$ cat config.mk
export PLATFORM = sky130hd
export DESIGN_NAME = cla64_accum_stage
export DESIGN_NICKNAME = d
export VERILOG_FILES = /design/src/rtl/cla64_accum_stage_pkg.sv /design/src/rtl/cla64_accum_stage_cla.sv /design/src/rtl/cla64_accum_stage.sv
export SDC_FILE = /design/constraint.sdc
export NUM_CORES = 1
export LEC_CHECK = 0
export CAP_MARGIN = 15
export CORE_ASPECT_RATIO = 1.75
export CORE_MARGIN = 2
export CORE_UTILIZATION = 56
export CTS_CLUSTER_DIAMETER = 200
export CTS_CLUSTER_SIZE = 8
export DETAILED_ROUTE_END_ITERATION = 8
export PLACE_DENSITY = 0.86
export SYNTH_ARGS = -nofsm -noshare
export SYNTH_HDL_FRONTEND = slang
export SYNTH_SLANG_ARGS = --single-unit
$ cat constraint.sdc
create_clock -name clk -period 6.46 [get_ports clk]
set_input_delay 0.969 -clock clk [delete_from_list [all_inputs] [get_ports clk]]
set_output_delay 0.969 -clock clk [all_outputs]
set_load 0.01 [all_outputs]
$ cat src/rtl/cla64_accum_stage_pkg.sv
// Shared definitions for the CLA-based burst accumulator: datapath width,
// FSM state encoding and the adder carry-out derivation.
package cla64_accum_stage_pkg;

    localparam int WORD_W = 64;

    typedef enum logic [1:0] {
        ST_IDLE  = 2'd0,
        ST_ACCUM = 2'd1,
        ST_DONE  = 2'd2
    } state_e;

    // The adder exports block generate/propagate computed with cin=0.
    function automatic logic cout_of(input logic gg, input logic gp, input logic cin);
        return gg | (gp & cin);
    endfunction

endpackage

$ cat src/rtl/cla64_accum_stage_cla.sv
// 64-bit two-level carry-lookahead adder: 4-bit groups, 16-bit sections,
// lookahead across sections. GG/GP describe the whole word with cin=0.
module cla64_accum_stage_cla
    import cla64_accum_stage_pkg::*;
(
    input  logic [WORD_W-1:0] a,
    input  logic [WORD_W-1:0] b,
    input  logic              cin,
    output logic [WORD_W-1:0] s,
    output logic              GP,
    output logic              GG
);

    logic [WORD_W-1:0] p_s;
    logic [WORD_W-1:0] g_s;
    logic [WORD_W-1:0] c_s;
    logic [15:0]       grp_g_s;
    logic [15:0]       grp_p_s;
    logic [15:0]       grp_c_s;
    logic [3:0]        sec_g_s;
    logic [3:0]        sec_p_s;
    logic [3:0]        sec_c_s;
    logic              word_g_s;

    // Generate/propagate tree, then carries pushed back down from section to bit level.
    always_comb begin
        p_s      = a ^ b;
        g_s      = a & b;
        grp_g_s  = 16'h0000;
        grp_p_s  = 16'h0000;
        grp_c_s  = 16'h0000;
        sec_g_s  = 4'h0;
        sec_p_s  = 4'h0;
        sec_c_s  = 4'h0;
        c_s      = {WORD_W{1'b0}};
        word_g_s = 1'b0;

        for (int i = 0; i < 16; i++) begin
            grp_g_s[i] = 1'b0;
            grp_p_s[i] = 1'b1;
            for (int k = 0; k < 4; k++) begin
                grp_g_s[i] = g_s[4*i+k] | (p_s[4*i+k] & grp_g_s[i]);
                grp_p_s[i] = grp_p_s[i] & p_s[4*i+k];
            end
        end

        for (int j = 0; j < 4; j++) begin
            sec_g_s[j] = 1'b0;
            sec_p_s[j] = 1'b1;
            for (int m = 0; m < 4; m++) begin
                sec_g_s[j] = grp_g_s[4*j+m] | (grp_p_s[4*j+m] & sec_g_s[j]);
                sec_p_s[j] = sec_p_s[j] & grp_p_s[4*j+m];
            end
        end

        sec_c_s[0] = cin;
        for (int j = 0; j < 3; j++) begin
            sec_c_s[j+1] = sec_g_s[j] | (sec_p_s[j] & sec_c_s[j]);
        end

        for (int j = 0; j < 4; j++) begin
            grp_c_s[4*j] = sec_c_s[j];
            for (int m = 0; m < 3; m++) begin
                grp_c_s[4*j+m+1] = grp_g_s[4*j+m] | (grp_p_s[4*j+m] & grp_c_s[4*j+m]);
            end
        end

        for (int i = 0; i < 16; i++) begin
            c_s[4*i] = grp_c_s[i];
            for (int k = 0; k < 3; k++) begin
                c_s[4*i+k+1] = g_s[4*i+k] | (p_s[4*i+k] & c_s[4*i+k]);
            end
        end

        for (int j = 0; j < 4; j++) begin
            word_g_s = sec_g_s[j] | (sec_p_s[j] & word_g_s);
        end
    end

    // Sum and word-level lookahead terms.
    always_comb begin
        s  = p_s ^ c_s;
        GP = &p_s;
        GG = word_g_s;
    end

endmodule

$ cat src/rtl/cla64_accum_stage.sv
// Burst accumulator: adds/subtracts a stream of 64-bit operands through the CLA,
// tracks carries minus borrows in a signed extension counter, emits one result beat.
module cla64_accum_stage
    import cla64_accum_stage_pkg::*;
#(
    parameter int LEN_W = 8,
    parameter int EXT_W = 8
) (
    input  logic              clk,
    input  logic              rst_n,
    input  logic              start,
    input  logic [LEN_W-1:0]  len,
    output logic              busy,
    input  logic              in_valid,
    output logic              in_ready,
    input  logic [WORD_W-1:0] in_data,
    input  logic              in_sub,
    output logic              out_valid,
    input  logic              out_ready,
    output logic [WORD_W-1:0] out_sum,
    output logic [EXT_W-1:0]  out_ext,
    output logic              out_ovf
);

    localparam logic [EXT_W-1:0] EXT_MAX = {1'b0, {(EXT_W-1){1'b1}}};
    localparam logic [EXT_W-1:0] EXT_MIN = {1'b1, {(EXT_W-1){1'b0}}};

    state_e            state_q, state_d;
    logic [WORD_W-1:0] acc_q, acc_d;
    logic [EXT_W-1:0]  ext_q, ext_d;
    logic [LEN_W-1:0]  cnt_q, cnt_d;
    logic              ovf_q, ovf_d;

    logic              xfer_s;
    logic [WORD_W-1:0] b_s;
    logic [WORD_W-1:0] s_s;
    logic              cin_s;
    logic              gp_s;
    logic              gg_s;
    logic              cout_s;
    logic              ext_up_s;
    logic              ext_dn_s;

    // Subtraction is acc + ~data + 1, so a carry-out means "no borrow".
    always_comb begin
        xfer_s = in_valid & (state_q == ST_ACCUM);
        b_s    = in_sub ? ~in_data : in_data;
        cin_s  = in_sub;
    end

    cla64_accum_stage_cla u_cla_64bit (
        .a   (acc_q),
        .b   (b_s),
        .cin (cin_s),
        .s   (s_s),
        .GP  (gp_s),
        .GG  (gg_s)
    );

    // Classify the transfer as a carry (ext+1) or a borrow (ext-1).
    always_comb begin
        cout_s   = cout_of(gg_s, gp_s, cin_s);
        ext_up_s = xfer_s & ~in_sub & cout_s;
        ext_dn_s = xfer_s & in_sub & ~cout_s;
    end

    // Next-state and datapath update.
    always_comb begin
        state_d = state_q;
        acc_d   = acc_q;
        ext_d   = ext_q;
        cnt_d   = cnt_q;
        ovf_d   = ovf_q;
        case (state_q)
            ST_IDLE: begin
                if (start) begin
                    acc_d = {WORD_W{1'b0}};
                    ext_d = {EXT_W{1'b0}};
                    ovf_d = 1'b0;
                    cnt_d = len;
                    if (len != {LEN_W{1'b0}}) begin
                        state_d = ST_ACCUM;
                    end else begin
                        state_d = ST_DONE;
                    end
                end else begin
                    state_d = ST_IDLE;
                end
            end
            ST_ACCUM: begin
                if (xfer_s) begin
                    acc_d = s_s;
                    cnt_d = cnt_q - LEN_W'(1);
                    if (ext_up_s) begin
                        ext_d = ext_q + EXT_W'(1);
                        ovf_d = ovf_q | (ext_q == EXT_MAX);
                    end else if (ext_dn_s) begin
                        ext_d = ext_q - EXT_W'(1);
                        ovf_d = ovf_q | (ext_q == EXT_MIN);
                    end else begin
                        ext_d = ext_q;
                    end
                    if (cnt_q == LEN_W'(1)) begin
                        state_d = ST_DONE;
                    end else begin
                        state_d = ST_ACCUM;
                    end
                end else begin
                    state_d = ST_ACCUM;
                end
            end
            ST_DONE: begin
                if (out_ready) begin
                    state_d = ST_IDLE;
                end else begin
                    state_d = ST_DONE;
                end
            end
            default: begin
                state_d = ST_IDLE;
            end
        endcase
    end

    // All state in one register bank.
    always_ff @(posedge clk or negedge rst_n) begin
        if (!rst_n) begin
            state_q <= ST_IDLE;
            acc_q   <= {WORD_W{1'b0}};
            ext_q   <= {EXT_W{1'b0}};
            cnt_q   <= {LEN_W{1'b0}};
            ovf_q   <= 1'b0;
        end else begin
            state_q <= state_d;
            acc_q   <= acc_d;
            ext_q   <= ext_d;
            cnt_q   <= cnt_d;
            ovf_q   <= ovf_d;
        end
    end

    // Outputs decode straight from registered state.
    always_comb begin
        busy      = (state_q != ST_IDLE);
        in_ready  = (state_q == ST_ACCUM);
        out_valid = (state_q == ST_DONE);
        out_sum   = acc_q;
        out_ext   = ext_q;
        out_ovf   = ovf_q;
    end

endmodule

# == Word level (Yosys, flattened, before mapping) ==
# Cells that the tools add are included.
# word_totals
regBits,83
in_bits,78
out_inout_bits,76
elab_cells,373
# op_classes
addsub,3
eq_ne,8
muxes,23
bitwise,327
n_reduce_logical,7
# ops
operator,count
$and 1x1->1,192
$mux 64,3
$or 1x1->1,129
$pmux 64 s2,1
$xor 64x64->64,2
$and 64x64->64,1
$not 64->64,1
$reduce_and 64->1,1
$mux 8,6
$pmux 8 s2,2
$sub 8x1->8 const B,2
$mux 2,5
$add 8x1->8 const B,1
$eq 8x1->1 const B,1
$eq 8x7->1 const B,1
$eq 8x8->1 const B,1
$reduce_bool 8->1,1
$pmux 2 s3,1
$mux 1,4
$reduce_and 4->1,1
$reduce_bool 2->1,2
$ne 3x1->1 const B,1
$reduce_and 3->1,1
$eq 2x1->1 const B,1
other kinds (6),7

# == Depth between registers and ports, before layout ==
# logic_depth
depth_word,35
mapped_depth,21

# == Cells and area by module ==
# Synthesis repeated with hierarchy kept, for this count alone.
# unflattened
hier_cells,771
hier_area_um2,7252.0
# by_module_without_submodules
module,instances,cells_per_inst,area_per_inst_um2,seq_area_each_um2
cla64_accum_stage,1,510,4533.1,2077.0
cla64_accum_stage_cla,1,261,2718.9,0.0

# == Worst setup path before layout ==
# OpenSTA, ideal clock, no wires.
# synth_timing
kind,input to register
from,input in_sub
to,register acc_q[63] (netlist: out_sum[63])
t_arrival_ns,5.268
required_ns,6.364
path_slack_ns,1.097
cell_stages,18
cell_sequence,buf_2 -> buf_1 -> buf_1 -> xor2_1 -> ha_1 -> a21oi_1 -> o21ai_0 -> nand2b_1 -> a21oi_1 -> o21ai_1 -> a21o_1 -> a211oi_1 -> o21ai_0 -> fa_1 -> fa_1 -> fa_1 -> xnor2_1 -> o31ai_1
# synth_via
elab_chain_len,34
elab_cells_between_ends,186
# synth_lines
element,line,rtl
"start, declared",cla64_accum_stage.sv:17,"input logic in_sub,"
$mux 64,cla64_accum_stage.sv:47,b_s = in_sub ? ~in_data : in_data;
$xor 64x64->64 / $and 64x64->64 (equally long branches),"cla64_accum_stage_cla.sv:27, cla64_accum_stage_cla.sv:28",
$and 1x1->1,cla64_accum_stage_cla.sv:42,grp_g_s[i] = g_s[4*i+k] | (p_s[4*i+k] & grp_g_s[i]);
$or 1x1->1,cla64_accum_stage_cla.sv:42,
$and 1x1->1,cla64_accum_stage_cla.sv:42,
$or 1x1->1,cla64_accum_stage_cla.sv:42,
$and 1x1->1,cla64_accum_stage_cla.sv:42,
$or 1x1->1,cla64_accum_stage_cla.sv:42,
[18 not listed],--,
$or 1x1->1,cla64_accum_stage_cla.sv:71,c_s[4*i+k+1] = g_s[4*i+k] | (p_s[4*i+k] & c_s[4*i+k]);
$and 1x1->1,cla64_accum_stage_cla.sv:71,
$or 1x1->1,cla64_accum_stage_cla.sv:71,
$and 1x1->1,cla64_accum_stage_cla.sv:71,
$or 1x1->1,cla64_accum_stage_cla.sv:71,
$xor 64x64->64 (*),cla64_accum_stage_cla.sv:82,s = p_s ^ c_s;
$mux 64 (*),cla64_accum_stage.sv:91,if (xfer_s) begin
$pmux 64 s2 (*),cla64_accum_stage.sv:74,case (state_q)
"end signal, assigned",cla64_accum_stage.sv:129,acc_q <= {WORD_W{1'b0}};
"end, declared",cla64_accum_stage.sv:29,"logic [WORD_W-1:0] acc_q, acc_d;"
# Mark *: on every way between the ends. The rest lies on a longest branch, timed or not. The select of a mux whose other input is x is not followed.
# A chain may end at the register's enable or synchronous reset.

# == Worst setup path after layout ==
# layout_timing
from,input in_sub
to,register ext_q[7] (netlist: out_ext[7])
# layout_via
elab_chain_len,25
elab_cells_between_ends,197
# layout_lines
element,line,rtl
$mux 64,cla64_accum_stage.sv:47,
$xor 64x64->64 / $and 64x64->64 (equally long branches),"cla64_accum_stage_cla.sv:27, cla64_accum_stage_cla.sv:28",
$and 1x1->1,cla64_accum_stage_cla.sv:42,
$or 1x1->1,cla64_accum_stage_cla.sv:42,
$and 1x1->1,cla64_accum_stage_cla.sv:42,
$or 1x1->1,cla64_accum_stage_cla.sv:42,
$and 1x1->1,cla64_accum_stage_cla.sv:42,
$or 1x1->1,cla64_accum_stage_cla.sv:42,
[9 not listed],--,
$or 1x1->1,cla64_accum_stage_cla.sv:76,word_g_s = sec_g_s[j] | (sec_p_s[j] & word_g_s);
$and 1x1->1,cla64_accum_stage_cla.sv:76,
$or 1x1->1,cla64_accum_stage_cla.sv:76,
$or 1x1->1,cla64_accum_stage_pkg.sv:15,return gg | (gp & cin);
$and 1x1->1 / $not 1->1 (equally long branches),"cla64_accum_stage.sv:63, cla64_accum_stage.sv:64",
$mux 8 / $and 1x1->1 (equally long branches),"cla64_accum_stage.sv:94, cla64_accum_stage.sv:64",
$mux 8 / $ne 3x1->1 (equally long branches),--,
$pmux 8 s2 / $reduce_and 4->1 (equally long branches),--,
"end signal, assigned",cla64_accum_stage.sv:130,ext_q <= {EXT_W{1'b0}};
"end signal, assigned",cla64_accum_stage.sv:136,ext_q <= ext_d;
"end, declared",cla64_accum_stage.sv:30,"logic [EXT_W-1:0] ext_q, ext_d;"
# Parallel ways exist; a longest one is shown, timed or not. The select of a mux whose other input is x is not followed.

==> results.md <==
- Outcome: complete, no violations
- Post-DR wirelength/cell: 17.6 um
- # resized after CTS: 0
- Via count: 5996
- Post-synthesis cell type count: 49
- H-tree level count: 3
- WL final: 18500 um
- Placed cell area: 8730 sq um
- Critical Path AT: 5.49 ns
- Slew Limit Headroom: 50.0%
- RePlAce Congestion: 0.890
- CTS tree: yes
- YS warnings: 0
- Global-route wire length before repair: 30400 um
- Initial DRT Pass Iterations: 5
- IR drop worst, VDD: 345 uV
- Hold_buf cts: 0
- Post-synth ARST share: 100%
- DRC errors left: 0
- Total CTS buffers: 9
- CP Data Required Time: 6.72 ns
- R2r startpoint: out_sum[1]$_DFFE_PN0P_
- Tightest Pin Transition: 0.751 ns
- Design area: 9020 sq um
- Final setup viols: 0
- Crit start category: input port
- Final hold viol count: 0
- Max Root-Sink Buffers: 2
- Number of global-route vias before repair: 6398
- Root Buffer: clkbuf_16
- Starting Density: 57.1%
- Post-synthesis sequential area ratio: 29.4%
- Area Overhead vs Synth: 27.8%
- Hold_sp: cnt_q[6]$_DFFE_PN0P_
- Power, Total: 4.40 mW
- CTS sink cnt: 83
- Top post-synthesis cells by area: dfrtp_1 29%, fa_1 14%, ha_1 13%, nand2_1 8.2%, xor2_1 8.2%
- Area leader, netlist: dfrtp_1
- Synth top area share: 29.4%
- DRT antenna net count: 0
- Skew final: 0.00543 ns
- Place WS: 0.935 ns
- Post-synth EDFFs: 0
- Crit. Startpoint: in_sub
- Dpl hpwl: 13300 um
- #FFs+latches synth: 83
- Number of antenna violations at the first check in global routing: 0
- Max Cap Viol: 0
- Layout cells sized above 1: 4.51%
- Fill cells: 896
- Placed insts: 1040
- Core ar.: 12400 sq um
- Slew Viols, Final: 0
- Util after Layout: 73.0%
- Largest net degree at the start of global routing: 65
- Ant diodes: 0
- Layout Nets: 1083
- Crit path time final: 5.22 ns
- Worst-Skew Late Latency: 0.34 ns
- Port Buffers: 153
- Setup bufs post-CTS: 0
- Iteration-0 DRC Markers: 256
- Multi-input logic area: 4790 sq um
- Crit path kind: in2reg
- Worst hold slack: 0.519 ns
- Syn avg cell area: 9.44 sq um
- Fmax: 0.191 GHz
- Synth Flop Type: dfrtp_1
- GRT Resource Usage Total: 28.7%
- Die extent in x: 88.9 um
- Ports: 154
- Syn nets: 948
- Tcrit/Tclk final: 80.9%
- Layout Cells excl Fill: 1055
- Chip height: 153 um
- Critical path capture point type: flip-flop
- Grt total ovfl: 0
- Die area: 13600 sq um
- Syn Std Cell Area: 7060 sq um
- Post-synthesis instance total: 748
- Vias per cell: 5.68
- LEAKAGE: 4.20 nW
- Clock transition at path regs: 0.06 ns
- CP Max Fanout: 37
- Register area: 2080 sq um
- RSZ-0062 raised after global routing: no
- Fin Setup TNS: 0 ns
- Hold Crit Class: reg2reg
- Rows: 54
- Worst setup margin: 1.24 ns
- P per Cell Area: 487 nW/um^2
-- power by group --
group / leakage, nW / internal [mW] / switching (mW)
Clock: 0.146 / 0.318 / 0.210
Sequential: 1.02 / 0.788 / 0.330
Combinational: 3.04 / 1.30 / 1.45
-- synthesized netlist by cell type (2+ instances only) --
library cell,instances
a21o_1,9
a21oi_1,46
a21oi_2,3
a221oi_1,2
a221oi_2,2
and4_1,4
buf_1,8
clkbuf_1,26
dfrtp_1,83
fa_1,48
ha_1,74
inv_1,19
mux2i_1,9
nand2_1,155
nand2b_1,6
nand3_1,53
nand4_1,11
nor2_1,15
nor2b_1,4
nor3_1,4
nor4_1,3
o211ai_1,3
o21ai_0,25
o21ai_1,2
o21bai_1,4
o22ai_1,2
o31ai_1,20
or2_2,2
or4_1,3
xnor2_1,19
xor2_1,66
-- logic make-up after synthesis --
| logic type | share of synthesized area, % |
|---|---|
| buffers and inverters | 2.89 |
| AOI/OAI and AO/OA | 11.1 |
| and+or+nand+nor | 17.6 |
| muxes | 1.75 |
| xor gates and xnor gates | 10.5 |
| adders and majority gates | 26.7 |
| DFF | 29.4 |
-- layout make-up --
cell class	instances	area share (%)
multi-input combinational	611	53.0
sequential	83	23.0
timing repair buffer	159	17.6
clock buffer	13	2.88
tap	168	2.33
inverter	19	0.790
clock inverter	2	0.388
-- state kept, by name, indices dropped and copies added (netlist names) --
name / cells
cnt_q: 8
out_ovf: 1
out_sum: 64
out_ext: 8
state_q: 2
-- cell usage in the layout (no fill, tap or decap), types with 2 or more instances in the layout --
master / instances
clkbuf_16: 9
and4_1: 4
nor2b_1: 4
clkdlybuf4s50_1: 151
ha_1: 74
o21ai_0: 25
o21bai_1: 4
nor4_1: 3
nand2_1: 154
o31ai_1: 20
dfrtp_1: 83
a221oi_2: 2
a21o_1: 9
buf_4: 7
nor3_1: 4
a221oi_1: 2
xnor2_1: 19
o21ai_1: 2
nand4_1: 11
nand2b_1: 6
clkbuf_1: 2
xor2_1: 66
clkbuf_8: 2
nand3_1: 53
a21oi_1: 46
o22ai_1: 2
mux2i_1: 9
nor2_1: 15
fa_1: 48
or2_2: 2
o211ai_1: 3
a21oi_2: 3
or4_1: 3
inv_1: 18
-- worst max-delay path: stages --
cell and delay (ns):
buf_4 0.48, buf_12 0.33, xor2_1 0.27, ha_1 0.30, a21oi_1 0.13, o21ai_0 0.13
a221oi_1 0.41, o21ai_0 0.24, nand2_1 0.16, o211ai_4 0.15, nand2_1 0.30, ha_1 0.32
a21o_1 0.19, a21oi_1 0.21, o21bai_1 0.11, a21oi_1 0.26, o211ai_1 0.14, mux2i_1 0.17
mux2i_1 0.20
-- metal layers --
layer	track usage (%)	wire length, um	vias to the layer above
met5	0	0	-
met4	13.0	733	0
met3	4.33	928	53
met2	50.9	10100	176
met1	32.9	6800	2926
li1	-	-	2841
-- worst paths after layout --
kind	slack, ns	cells past startpoint	to
worst max-delay path	1.24	19	out_ext[7]$_DFFE_PN0P_
worst min-delay path	0.52	2	cnt_q[6]$_DFFE_PN0P_
worst max register to register	2.30	14	out_sum[43]$_DFFE_PN0P_
worst min register to register	0.52	2	cnt_q[6]$_DFFE_PN0P_
max in group asynchronous	4.84	2	out_sum[45]$_DFFE_PN0P_
min in group asynchronous	0.55	1	cnt_q[0]$_DFFE_PN0P_
Note: power is estimated with default switching activity, not from simulation.
==> patch 1: new RTL, config.mk and constraints unchanged <==
The 3 states of `state_e` get a one-hot encoding in 3 bits.
--- a/src/rtl/cla64_accum_stage_pkg.sv
+++ b/src/rtl/cla64_accum_stage_pkg.sv
@@ -6,6 +6,6 @@
 
-    typedef enum logic [1:0] {
-        ST_IDLE  = 2'd0,
-        ST_ACCUM = 2'd1,
-        ST_DONE  = 2'd2
+    typedef enum logic [2:0] {
+        ST_IDLE  = 3'b001,
+        ST_ACCUM = 3'b010,
+        ST_DONE  = 3'b100
     } state_e;
Formal check against the unedited RTL: same outputs for any inputs over 4 cycles, from zero or initial values and one cycle with rst_n low; so few cycles prove little.
==> patch 1 against the unedited design <==
  * Total power shrank 23%
  * Sequential cell count grew 1
  * First-iteration DRC count shrank 7.4%
  * Cell area is 1.3% higher
  * Hold slack worse by 0.010 ns
  * Worst setup slack worse by 0.74 ns
  * Wire length is essentially flat
  * Area after synthesis increased by 1.3%
  * Sequential power is 14% lower
  * Cell count up 0.85%
  * Critical path type unchanged
==> patch 1: results (changes against the unedited design) <==
Clock tree
  • Clock buffer depth: 2 (unchanged)
  • Cts bufs inserted: 9 (unchanged)
  • CTS Root Cell: clkbuf_16 (unchanged)
  • Clock-pin slew on the worst setup and hold paths: 0.06 ns (about the same)
  • Post_cts resized: 0 (unchanged)
  • H-Tree Depth: 3 (unchanged)

Global route
  • Tot GR Track Use: 0.289 (was 0.287)
  • Global-route wire length before repair: 31,000 um (was 30,400 um)
  • Vias in the first global route: 6,470 (was 6,398)
  • Largest net degree at the start of global routing: 73 (was 65)
  • Initial antenna violation count: 1 (was 0)

Placed design
  • Post-DP Area: 8850 um2 (was 8730 um2)
  • IO buf count: 153 (unchanged)
  • Placer congestion estimate: 0.887 (was 0.890)
  • Dpl hpwl: 13,900 um (was 13,300 um)

Synth
  • Register area share after synthesis: 0.294 (about the same)
  • Main synth FF type: dfrtp_1 (unchanged)
  • Synth unique cells: 57 (was 49)
  • Ranking of synthesized cells by area: dfrtp_1 29%, fa_1 13%, ha_1 13% (was dfrtp_1 29%, fa_1 14%, ha_1 13%)
  • Yosys Warn Count: 0 (unchanged)
  • Post-Syn Nets: 952 (was 948)
  • Async SR Flop Fraction: 1.00 (unchanged)
  • Commonest cells post-synth: 146 x nand2_1, 83 x dfrtp_1, 74 x ha_1 (was 155 x nand2_1, 83 x dfrtp_1, 74 x ha_1)

Min path
  • Hold path depth: 2 (unchanged)
  • Worst Hold Class: flip-flop to flip-flop (unchanged)
  • Hold Startpoint: out_ovf$_DFFE_PN0P_ (was cnt_q[6]$_DFFE_PN0P_)
  • Worst-case hold path end point: out_ovf$_DFFE_PN0P_ (was cnt_q[6]$_DFFE_PN0P_)

Worst setup path
  • Crit path max-delay cell type: or3_1 (was buf_4)
  • FF-to-FF End: out_ext[7]$_DFFE_PN0P_ (was out_sum[43]$_DFFE_PN0P_)
  • CP max stage delay: 0.49 ns
  • Setup crit start: in_sub (unchanged)
  • Worst Path Max Fanout: 23 (was 37)
  • Arr. time, crit path: 6.17 ns (was 5.49 ns)
  • FF-to-FF Start: out_sum[47]$_DFFE_PN0P_ (was out_sum[1]$_DFFE_PN0P_)
  • Worst reg2reg path depth: 19 (was 14)
  • FF-to-FF setup slack: 1.41 ns (was 2.30 ns)

Final layout
  • Share of cells above drive strength 1: 0.0391 (was 0.0451)
  • Largest register FFs: 64 (unchanged)
  • Nets: 1,090 (was 1,083)
  • Finished Core Util: 0.732 (was 0.730)

Pwr
  • Leak pwr: 4.23 nW (was 4.20 nW)
  • VDD IR max: 0.350 mV (was 0.345 mV)

Drt
  • DRT Wirelength: 18,500 um (about the same)
  • DR vias: 6,121 (was 5,996)
  • Initial DRT Pass Iterations: 5 (unchanged)
  • DRT iter0 DRCs: 237 (was 256)

Timing
  • Worst Skew: 0.00941 ns (was 0.00543 ns)
  • Hold Worst Slack: 0.509 ns (was 0.519 ns)
  • Slew margin rel.: 0.484 (was 0.500)

Floorplan
  • Rows: 54 (unchanged)

Outcome
  • Status: finished clean (unchanged)
patch 1: cell types whose count changed after synthesis, sizes merged, moves of 4 or more:
cell,delta
nor2,+5
nand3,-46
nand2,-9
a21o,+15
nor3,+6
or3,+5
o21ai,+37
a21oi,-19
xnor2,+4
nand4,+4
buf,-5
patch 1: logic make-up (layout without fill, tap and decap cells):
| family | Yosys count | in the layout | share of synthesized area |
|---|---|---|---|
| adder cells (fa/ha/maj) | 122 | 122 | 0.264 |
| buffers and inverters | 50 | 193 | 0.0273 |
| other | 0 | 1 | 0 |
| XOR/XNOR | 88 | 88 | 0.109 |
| AO/OA/AOI/OAI | 167 | 167 | 0.149 |
| flip-flops | 84 | 84 | 0.294 |
| multiplexers | 7 | 7 | 0.00980 |
| AND/OR/NAND/NOR | 234 | 234 | 0.147 |
patch 1: through the flow:
| step | setup WS [ns] | std cells |
|---|---|---|
| floorplan | 0.541 | 752 |
| global placement | 0.600 | 1047 |
| detailed placement | 0.405 | 1047 |
| CTS | 0.551 | 1063 |
| global route | 0.203 | 1064 |
| finish | 0.497 | 1064 |
patch 1: worst max path at each step:
stage                        endpoint  slack (ns)  cells after the start
2_1_floorplan  out_ext[7]$_DFFE_PN0P_        0.54                     23
3_3_place_gp   out_ext[7]$_DFFE_PN0P_        0.60                     22
3_5_place_dp   out_ext[7]$_DFFE_PN0P_        0.40                     22
4_1_cts        out_ext[7]$_DFFE_PN0P_        0.55                     22
5_1_grt        out_ext[7]$_DFFE_PN0P_        0.20                     22
6_report       out_ext[7]$_DFFE_PN0P_        0.50                     22
patch 1: power breakdown:
part,internal (mW),leakage (nW),switching [mW],total (mW)
clock network,0.308,0.145,0.218,0.526
logic,0.889,2.95,0.999,1.89
registers,0.711,1.14,0.252,0.963
patch 1: cell type report:
type	count	area (um2)
clock inverters	5	52.6
fillers	906	3350
multi-input cells	618	4870
repair buffers	160	1600
inverters	17	63.8
flip-flops and latches	84	2100
well taps	168	210
diodes	1	2.50
clock buffers	11	243
patch 1: layer usage:
metal	GRT usage	share of wire
met2	0.508	0.54
met5	0	0
met4	0.138	0.046
met3	0.0408	0.044
met1	0.334	0.37
patch 1: worst reg2reg max path, cell delays in order (launching register included):
cell	delay, ns
dfrtp_1	0.42
ha_1	0.35
nand4_1	0.17
or3_1	0.49
and4bb_1	0.35
a32oi_2	0.15
a211oi_2	0.34
o31ai_4	0.12
or3_1	0.48
ha_1	0.36
a21o_1	0.18
a21oi_1	0.25
nor2b_1	0.09
o21ai_0	0.25
a211o_1	0.24
xnor2_1	0.07
and3_1	0.19
a21oi_1	0.12
o2111a_1	0.20
o22ai_1	0.09
==> patch 2: new RTL, config.mk and constraints unchanged <==
Without the edit above. `EXT_W`: 8 -> 6.
--- a/src/rtl/cla64_accum_stage.sv
+++ b/src/rtl/cla64_accum_stage.sv
@@ -6,3 +6,3 @@
     parameter int LEN_W = 8,
-    parameter int EXT_W = 8
+    parameter int EXT_W = 6
 ) (
Ports: changed (resized out_ext); port bits go from 154 to 152. No check against the original RTL was run, so the function may have changed too.
==> patch 2 against the unedited design <==
  * Cell area fell by 1.7%
  * Total power fell by 2.2%
  * Sequential cell count decreased by 2
  * Synthesized cell count fell by 1.3%
  * Core utilization up 0.94 points
  * Sequential share of layout area is 0.17 points lower
  * Wire length increased by 2.3%
  * Non-clock buffer count fell by 2
  * Critical path depth decreased by 2
  * Area after synthesis shrank 2.3%
  * Worst setup slack worse by 0.30 ns
  * Cell count down 1.1%
  * Combinational power shrank 2%
  * Via count rose by 1.4%
==> patch 2: results (changes against the unedited design) <==
Timing
  • Hold Worst Slack: 0.470 ns (was 0.519 ns)
  • Worst Skew: 0.00639 ns (was 0.00543 ns)

Drt
  • Via density per instance: 5.83 (was 5.68)
  • Drt wl/cell: 18.2 um (was 17.6 um)
  • DRT iter0 DRCs: 282 (was 256)

Final layout
  • Nets: 1,071 (was 1,083)
  • Share of cells above drive strength 1: 0.0456 (was 0.0451)
  • Filler Cell Count: 877 (was 896)

Placed design
  • Post-DP Area: 8530 um2 (was 8730 um2)
  • Dpl hpwl: 13,900 um (was 13,300 um)
  • Placer congestion estimate: 0.855 (was 0.890)

Pwr
  • VDD IR max: 0.337 mV (was 0.345 mV)
  • Logic power comb: 2.69 mW (was 2.75 mW)
  • Logic gate share of total power: 0.625 (was 0.626)
  • Leak pwr: 4.16 nW (was 4.20 nW)
  • Sw frac: 0.452 (about the same)

Worst setup path
  • Worst Path Max Fanout: 51 (was 37)
  • FF-to-FF End: out_sum[63]$_DFFE_PN0P_ (was out_sum[43]$_DFFE_PN0P_)
  • FF-to-FF setup slack: 2.04 ns (was 2.30 ns)
  • FF-to-FF Start: out_sum[5]$_DFFE_PN0P_ (was out_sum[1]$_DFFE_PN0P_)
  • CP max stage delay: 0.62 ns (was 0.48 ns)

Global route
  • Vias in the first global route: 6,687 (was 6,398)
  • Global-route wire length before repair: 31,300 um (was 30,400 um)
  • Largest net degree at the start of global routing: 90 (was 65)
  • Tot GR Track Use: 0.304 (was 0.287)

Synth
  • Post-Synthesis Cells: 738 (was 748)
  • Commonest cells post-synth: 147 x nand2_1, 81 x dfrtp_1, 72 x ha_1 (was 155 x nand2_1, 83 x dfrtp_1, 74 x ha_1)
  • Post-synthesis mux area share: 0.0131 (was 0.0175)
  • Adder-cell share of the synthesized area: 0.270 (was 0.267)
  • Ranking of synthesized cells by area: dfrtp_1 29%, fa_1 14%, ha_1 13% (unchanged)
  • Register area share after synthesis: 0.294 (about the same)
  • Post-Syn Nets: 936 (was 948)
  • Synth Area in Compound Gates: 0.113 (was 0.111)
  • Xor/xnor share of the synthesized area: 0.108 (was 0.105)

Outcome
  • Status: finished clean (unchanged)
[patch 2: cell count changes in the layout (fill, tap and decap cells not counted), moves of 4 or more]
cell / delta
a21oi_1: -6
mux2_4: +4
mux2i_1: -6
nand2_1: -8
nor2_1: +17
[patch 2: worst max-delay path by stage]
stage	start	endpoint	slack [ns]	cells after the start
floorplan	in_sub	out_sum[63]$_DFFE_PN0P_	0.94	19
global placement	in_sub	out_sum[63]$_DFFE_PN0P_	0.85	18
detailed placement	in_sub	out_sum[63]$_DFFE_PN0P_	0.59	18
CTS	in_sub	out_sum[63]$_DFFE_PN0P_	0.92	18
global route	in_sub	out_sum[63]$_DFFE_PN0P_	0.55	17
finish	in_sub	out_sum[63]$_DFFE_PN0P_	0.93	17
[patch 2: cell families after synthesis]
group	count (synthesis)
AO/OA/AOI/OAI	121
buffers and inverters	53
XOR/XNOR	85
flip-flops	81
AND/OR/NAND/NOR	271
multiplexers	7
adder cells (fa/ha/maj)	120
[patch 2: layer usage]
metal / wire, um / GRT usage
met4: 1040 / 0.185
met1: 6550 / 0.322
met3: 984 / 0.0545
met2: 10400 / 0.546
met5: 0 / 0
[patch 2: cell type report]
| cell class | instances | area share |
|---|---|---|
| tap | 165 | 0.0233 |
| clock inverter | 6 | 0.00649 |
| sequential | 81 | 0.228 |
| multi-input combinational | 604 | 0.528 |
| clock buffer | 10 | 0.0269 |
| inverter | 20 | 0.00846 |
| timing repair buffer | 157 | 0.179 |
[patch 2: critical path, delay by kind of cell]
family                   cells  cell delay [ns]
XOR/XNOR                     2             0.45
buffers and inverters        1             0.62
AO/OA/AOI/OAI                9             1.85
adder cells (fa/ha/maj)      4             1.66
AND/OR/NAND/NOR              1             0.15
